**config.mk**
```make
export PLATFORM = sky130hd
export DESIGN_NAME = pwm_multi_channel
export DESIGN_NICKNAME = d
export VERILOG_FILES = /design/src/rtl/pwm_multi_channel.sv
export SDC_FILE = /design/constraint.sdc
export NUM_CORES = 1
export LEC_CHECK = 0
export BUFFER_PORTS_ARGS = -buffer_cell sky130_fd_sc_hd__buf_4
export CAP_MARGIN = 0
export CORE_ASPECT_RATIO = 1.75
export CORE_MARGIN = 4
export CORE_UTILIZATION = 59
export CTS_BUF_LIST = sky130_fd_sc_hd__clkbuf_8
export CTS_CLUSTER_DIAMETER = 200
export DETAILED_ROUTE_END_ITERATION = 7
export MAX_ROUTING_LAYER = met4
export PLACE_DENSITY = 0.79
export SLEW_MARGIN = 20
export SYNTH_ARGS = -nofsm -noshare
export SYNTH_HDL_FRONTEND = slang
export SYNTH_SLANG_ARGS = --single-unit
```
**constraint.sdc**
```tcl
create_clock -name clk -period 2.36 [get_ports clk]
set_input_delay 0.354 -clock clk [delete_from_list [all_inputs] [get_ports clk]]
set_output_delay 0.354 -clock clk [all_outputs]
set_load 0.01 [all_outputs]
```
**src/rtl/pwm_multi_channel.sv**
```systemverilog
// Multi-channel PWM generator: shared prescaler and period counter, per-channel
// enables and double-buffered duty registers, global output invert.
module pwm_multi_channel #(
    parameter int NUM_CH = 16,
    parameter int RES    = 8
) (
    input  logic              clk,
    input  logic              rst_n,
    input  logic              ena,
    input  logic              wr_en,
    input  logic [7:0]        wr_addr,
    input  logic [7:0]        wr_data,
    output logic [NUM_CH-1:0] out,
    output logic              period_start
);

    localparam logic [RES-1:0] CNT_MAX    = {RES{1'b1}};
    localparam logic [7:0]     ADDR_PRESC = 8'h08;
    localparam logic [7:0]     ADDR_MODE  = 8'h09;

    logic [7:0]        r_pcnt;
    logic [7:0]        r_presc;
    logic              r_mode;
    logic [RES-1:0]    r_cnt;
    logic [NUM_CH-1:0] r_out;
    logic              r_period_start;

    logic              w_tick;
    logic              w_wrap;
    logic [NUM_CH-1:0] w_level;

    // Greater-or-equal so that lowering the prescale value never strands pcnt above it.
    assign w_tick = ena && (r_pcnt >= r_presc);
    assign w_wrap = w_tick && (r_cnt == CNT_MAX);

    always_ff @(posedge clk or negedge rst_n) begin
        if (!rst_n) begin
            r_pcnt <= '0;
            r_cnt  <= '0;
        end else if (ena) begin
            if (w_tick) begin
                r_pcnt <= '0;
                r_cnt  <= r_cnt + 1'b1;
            end else begin
                r_pcnt <= r_pcnt + 8'd1;
            end
        end
    end

    always_ff @(posedge clk or negedge rst_n) begin
        if (!rst_n) begin
            r_presc <= '0;
            r_mode  <= 1'b0;
        end else if (wr_en) begin
            if (wr_addr == ADDR_PRESC) r_presc <= wr_data;
            if (wr_addr == ADDR_MODE)  r_mode  <= wr_data[0];
        end
    end

    generate
        for (genvar gi = 0; gi < NUM_CH; gi++) begin : g_ch
            localparam logic [7:0] EN_ADDR   = 8'(gi / 8);
            localparam logic [7:0] PWM_ADDR  = 8'(4 + gi / 8);
            localparam logic [7:0] DUTY_ADDR = 8'(32 + gi);
            localparam int         BIT       = gi % 8;

            logic           r_en_out;
            logic           r_en_pwm;
            logic [RES-1:0] r_duty_shadow;
            logic [RES-1:0] r_duty_act;
            logic           w_raw;

            // duty_act samples the pre-edge shadow, so a write on the wrap edge waits a period.
            always_ff @(posedge clk or negedge rst_n) begin
                if (!rst_n) begin
                    r_en_out      <= 1'b0;
                    r_en_pwm      <= 1'b0;
                    r_duty_shadow <= '0;
                    r_duty_act    <= '0;
                end else begin
                    if (wr_en && (wr_addr == EN_ADDR))   r_en_out      <= wr_data[BIT];
                    if (wr_en && (wr_addr == PWM_ADDR))  r_en_pwm      <= wr_data[BIT];
                    if (wr_en && (wr_addr == DUTY_ADDR)) r_duty_shadow <= wr_data[RES-1:0];
                    if (w_wrap)                          r_duty_act    <= r_duty_shadow;
                end
            end

            always_comb begin
                w_raw = 1'b0;
                if (r_en_out) begin
                    if (!r_en_pwm || (r_duty_act == CNT_MAX)) w_raw = 1'b1;
                    else                                      w_raw = (r_cnt < r_duty_act);
                end
            end

            assign w_level[gi] = w_raw ^ r_mode;
        end
    endgenerate

    always_ff @(posedge clk or negedge rst_n) begin
        if (!rst_n) begin
            r_out          <= '0;
            r_period_start <= 1'b0;
        end else begin
            r_out          <= w_level;
            r_period_start <= w_wrap;
        end
    end

    assign out          = r_out;
    assign period_start = r_period_start;

endmodule

```
== Word level (Yosys, flattened, before mapping) ==
Cells that the tools add are included.
Widths: inputs -> output; s select.
Word-level totals
  output and inout bits: 17
  input port bits: 20
  latch bits: 0
  RAM bits: 0
  flip-flop bits (word level): 330
  memories: 0
  logic and storage cells: 234
  bits in read-only memories: 0
Operators by class
  multipliers: 0
  reduce and logical (&&, ||, !) cells: 58
  shift operators: 0
  divide/modulo/power cells: 0
  multiplexer cells: 33
  equality and inequality tests: 38
  $lt $le $gt $ge: 17
  add/sub/neg operators: 2
  bitwise gates (word level): 16
Operators with widths (number)
  $eq 8x8->1 const B: 17
  $eq 8x6->1 const B: 16
  $lt 8x8->1: 16
  $mux 1: 32
  $logic_and 1x1->1: 22
  $add 8x1->8 const B: 2
  $eq 8x3->1 const B: 2
  $eq 8x4->1 const B: 2
  $logic_not 1->1: 16
  $logic_or 1x1->1: 16
  $xor 1x1->1: 16
  $eq 8x1->1 const B: 1
  $ge 8x8->1: 1
  $logic_not 8->1: 1
  $mux 8: 1
  $reduce_and 2->1: 3

== Longest topological paths before layout ==
  depth after elaboration: 5
  mapped depth: 10
  mapped depth without buffers: 7

== Worst setup path after synthesis ==
OpenSTA, ideal clock, no wires.
  path kind: register to register
  from: reg r_pcnt[0]
  to: reg g_ch[0].r_duty_act[0]
  stages on the path, launching flop included: 11
  arrival: 2210 ps
  path slack: 25 ps
  period minus slack after synthesis: 2335 ps
  data required time: 2235 ps
  cells stage by stage: dfrtp_1 inv_1 ha_1 nand2b_4 a2111oi_4 or3_1 buf_2 a21oi_2 buf_4 buf_6 mux2_2
Between the ends
  longest elaborated chain between the ends: 3
Ends and longest elaborated chain
  start, declared: line 21  | logic [7:0] r_pcnt;
  start signal, assigned: line 45  | r_pcnt <= r_pcnt + 8'd1;
  $ge 8x8->1: line 33  | assign w_tick = ena && (r_pcnt >= r_presc);
  $logic_and 1x1->1: line 33
  $logic_and 1x1->1: line 34  | assign w_wrap = w_tick && (r_cnt == CNT_MAX);
  end signal, assigned: line 84  | if (w_wrap) r_duty_act <= r_duty_shadow;
  end, declared: line 70  | logic [RES-1:0] r_duty_act;
Every way passes these cells.
A chain may end at the register's enable or synchronous reset.

== Worst setup path after layout ==
  from: reg r_pcnt[0]
  to: reg g_ch[10].r_duty_act[0]
Between the ends
  longest elaborated chain between the ends: 3
Ends and longest elaborated chain (line)
  $ge 8x8->1: 33
  $logic_and 1x1->1: 33
  $logic_and 1x1->1: 34
  end signal, assigned: 84
  end, declared: 70
Every way passes these cells.

==> results.json <==
{
  "status": "complete, no violations",
  "syn_nets": 1428,
  "synthFlopType": "dfrtp_1",
  "die_y_um": 225.3,
  "port_buffers": 36,
  "cts_buffer_depth": 3,
  "ys_top_cells_by_area": "dfrtp_1 (52%), mux2_2 (21%), ha_1 (9.6%), inv_1 (2.9%), o21ai_0 (2.5%)",
  "dp_slack_ns": -0.03529,
  "cp_top_family": "simple AND/OR/NAND/NOR gates",
  "cts-root-buf": "clkbuf_8",
  "cp_num_buf_inv": 3,
  "netlist_top_cells_count": "dfrtp_1 (330), mux2_2 (298), ha_1 (122), inv_1 (122), o21ai_0 (81)",
  "yosys.area.top_type": "dfrtp_1",
  "ys_warn_count": 0,
  "grt_pass1_wl_mm": 57.89,
  "start_kind": "flip-flop",
  "nNetsFinal": 1537,
  "placed_area_mm2": 0.01697,
  "maxSlewViolCount": 0,
  "h-tree-depth": 2,
  "dp_hpwl_mm": 23.43,
  "synthArstFlopShare": 1.000,
  "crit_type": "reg2reg",
  "cp_data_required_time_ns": 2.81,
  "cts_sinks": 330,
  "fin_skew_ns": 0.02067,
  "max-vdd-ir-drop_uv": 449.1,
  "synth.most_common_cell": "dfrtp_1",
  "hold_violations": 0,
  "die_area_mm2": 0.02978,
  "slowest_stage": "or3_4",
  "netlist.area_leader.share": 0.5187,
  "area_delta_synth_final_pct": 13.79,
  "insertion_delay_ns": 0.58,
  "tightest_slew_ns": 1.054,
  "cts-buffers-inserted": 48,
  "finalInstanceArea_mm2": 0.01811,
  "critPathCaptureType": "flip-flop",
  "drv_cap": 0,
  "path_cells": "inv_1 -> ha_1 -> nand2b_4 -> a2111oi_4 -> or3_4 -> a21oi_4 -> buf_4 -> clkbuf_16 -> mux2_2",
  "p_per_area_mw_per_mm2": 793.7,
  "crit_arrival_ns": 2.79,
  "relSlewSlack": 0.2919,
  "grt_pass1_vias": 11030,
  "synth.ff_latch_count": 330,
  "wl_mm": 36.96,
  "critPathMaxStageDelay_ns": 0.39,
  "post-route-period-util": 0.9903,
  "grt_max_degree": 73,
  "synth_area_per_cell_um2": 12.38,
  "synth_area_mm2": 0.01592,
  "drc": 0,
  "antenna_found_initial": 0,
  "row_count": 79,
  "clk_pin_slew_ns": 0.07,
  "fmax_mhz": 427.9,
  "die-width_um": 132.2,
  "grt_overflow": 0,
  "track_usage": 0.2565,
  "wl_per_cell_um": 21.06,
  "whs_ns": 0.3094,
  "path_max_fanout": 13,
  "ys_types": 41,
  "cts_tree": "yes",
  "period_needed_ns": 2.337,
  "io_pins": 37,
  "ant_nets": 0,
  "setup_slack_ns": 0.02283,
  "worst_hold_path_type": "in2reg",
  "firstDrtPassIters": 5,
  "place_congestion": 0.8183,
  "p_leak_nw": 8.884,
  "setup_viol": 0,
  "vias": 10470,
  "dr.first_iter.drc_count": 625,
  "rsz0062_at_grt": "true",
  "start_util": 0.5987,
  "synthesis.instances": 1286,
  "ys_seq_area_frac": 0.5187,
  "viasPerCell": 5.965,
  "coreArea_mm2": 0.02659,
  "synth_edf_count": 0,
  "drive_gt1_frac": 0.3357
}
## area by class of cell
class	instances	area (µm²)
clock buffer	63	867.1
clock inverter	22	142.6
tap	324	405.4
antenna	1	2.502
inverter	122	457.9
fill	1886	8476
timing repair buffer	102	1023
sequential	330	8258
multi-input combinational	791	6957
## registers in the layout (all words and copies together) (netlist names)
name and count:
g_ch.r_en_pwm 16, r_cnt 8, r_mode 1, g_ch.r_duty_shadow 128, period_start 1, out 16, g_ch.r_duty_act 128, g_ch.r_en_out 16
r_pcnt 8, r_presc 8
## routing by layer
metal | wire [µm] | vias to the layer above | track usage
li1 | - | 4736 | -
met1 | 14410 | 5347 | 0.2959
met2 | 18920 | 266 | 0.4469
met3 | 1840 | 120 | 0.03686
met4 | 1786 | 0 | 0.1141
met5 | 0 | - | -
## logic make-up after synthesis
family          synth area share
flops                     0.5187
mux                       0.2114
simple gates             0.06288
buf+inv                  0.04551
compound gates           0.05125
fa+ha+maj                0.09589
xor+xnor                 0.01430
## worst reg2reg max path: cells and delay by family, from the launching register on
kind	cells	cell delay [ns]
compound gates	2	0.27
fa+ha+maj	1	0.28
buf+inv	3	0.45
flops	1	0.35
mux	1	0.36
simple gates	2	0.52
## power breakdown
part / internal [W] / switching, W / total [W]
clock network: 0.00260 / 0.00214 / 0.00474
registers: 0.00589 / 0.000134 / 0.00603
logic: 0.00147 / 0.00214 / 0.00361
## final timing paths
| path | cells past startpoint | end | slack, ns | from |
|---|---|---|---|---|
| min | 4 | r_mode | 0.31 | wr_addr[2] |
| min in group asynchronous | 2 | r_presc[6] | 0.32 | rst_n |
| max in group asynchronous | 3 | g_ch[13].r_duty_shadow[7] | 1.28 | rst_n |
| min reg2reg | 1 | g_ch[8].r_duty_act[4] | 0.50 | g_ch[8].r_duty_shadow[4] |
| max reg2reg | 9 | g_ch[10].r_duty_act[0] | 0.02 | r_pcnt[0] |
| max | 9 | g_ch[10].r_duty_act[0] | 0.02 | r_pcnt[0] |
## stage by stage
stage | TNS (ns) | total power [W] | util | cells
detailed placement | -1.196 | 0.009651 | 0.6384 | 1662
CTS | -0.02758 | 0.01445 | 0.6781 | 1749
finish | 0 | 0.01438 | 0.6812 | 1755
floorplan | 0 | 0.008248 | - | 1286
global route | -0.1275 | 0.01518 | 0.6811 | 1754
global placement | 0 | 0.009453 | 0.6384 | 1662
## cells in the final DEF (no fill, tap or decap), types with 3 or more instances in the layout
cell type / instances
nand2b_1: 3
clkinv_2: 6
nand4_1: 37
nand3_1: 6
o2bb2ai_1: 3
o211ai_1: 3
nand2_1: 48
nor2b_1: 5
buf_4: 81
ha_1: 122
o21ai_0: 81
nor2_1: 42
nand2_2: 3
mux2_2: 296
and3_1: 7
buf_12: 13
nor3b_1: 17
xor2_1: 4
a21oi_1: 52
inv_1: 136
dfrtp_1: 330
nor3_1: 17
clkbuf_8: 63
xnor2_1: 22
## repair_timing
action | in CTS | in global routing
gates resized for setup | 5 | 1
pin swaps | 1 | 1
hold buffers | 2 | 0
setup endpoints to repair | 118 | 119
cloned | 0 | 3
setup buffers | 0 | 2
hold endpoints to repair | 66 | 0
No activity file was read; power rests on OpenSTA's default activity.
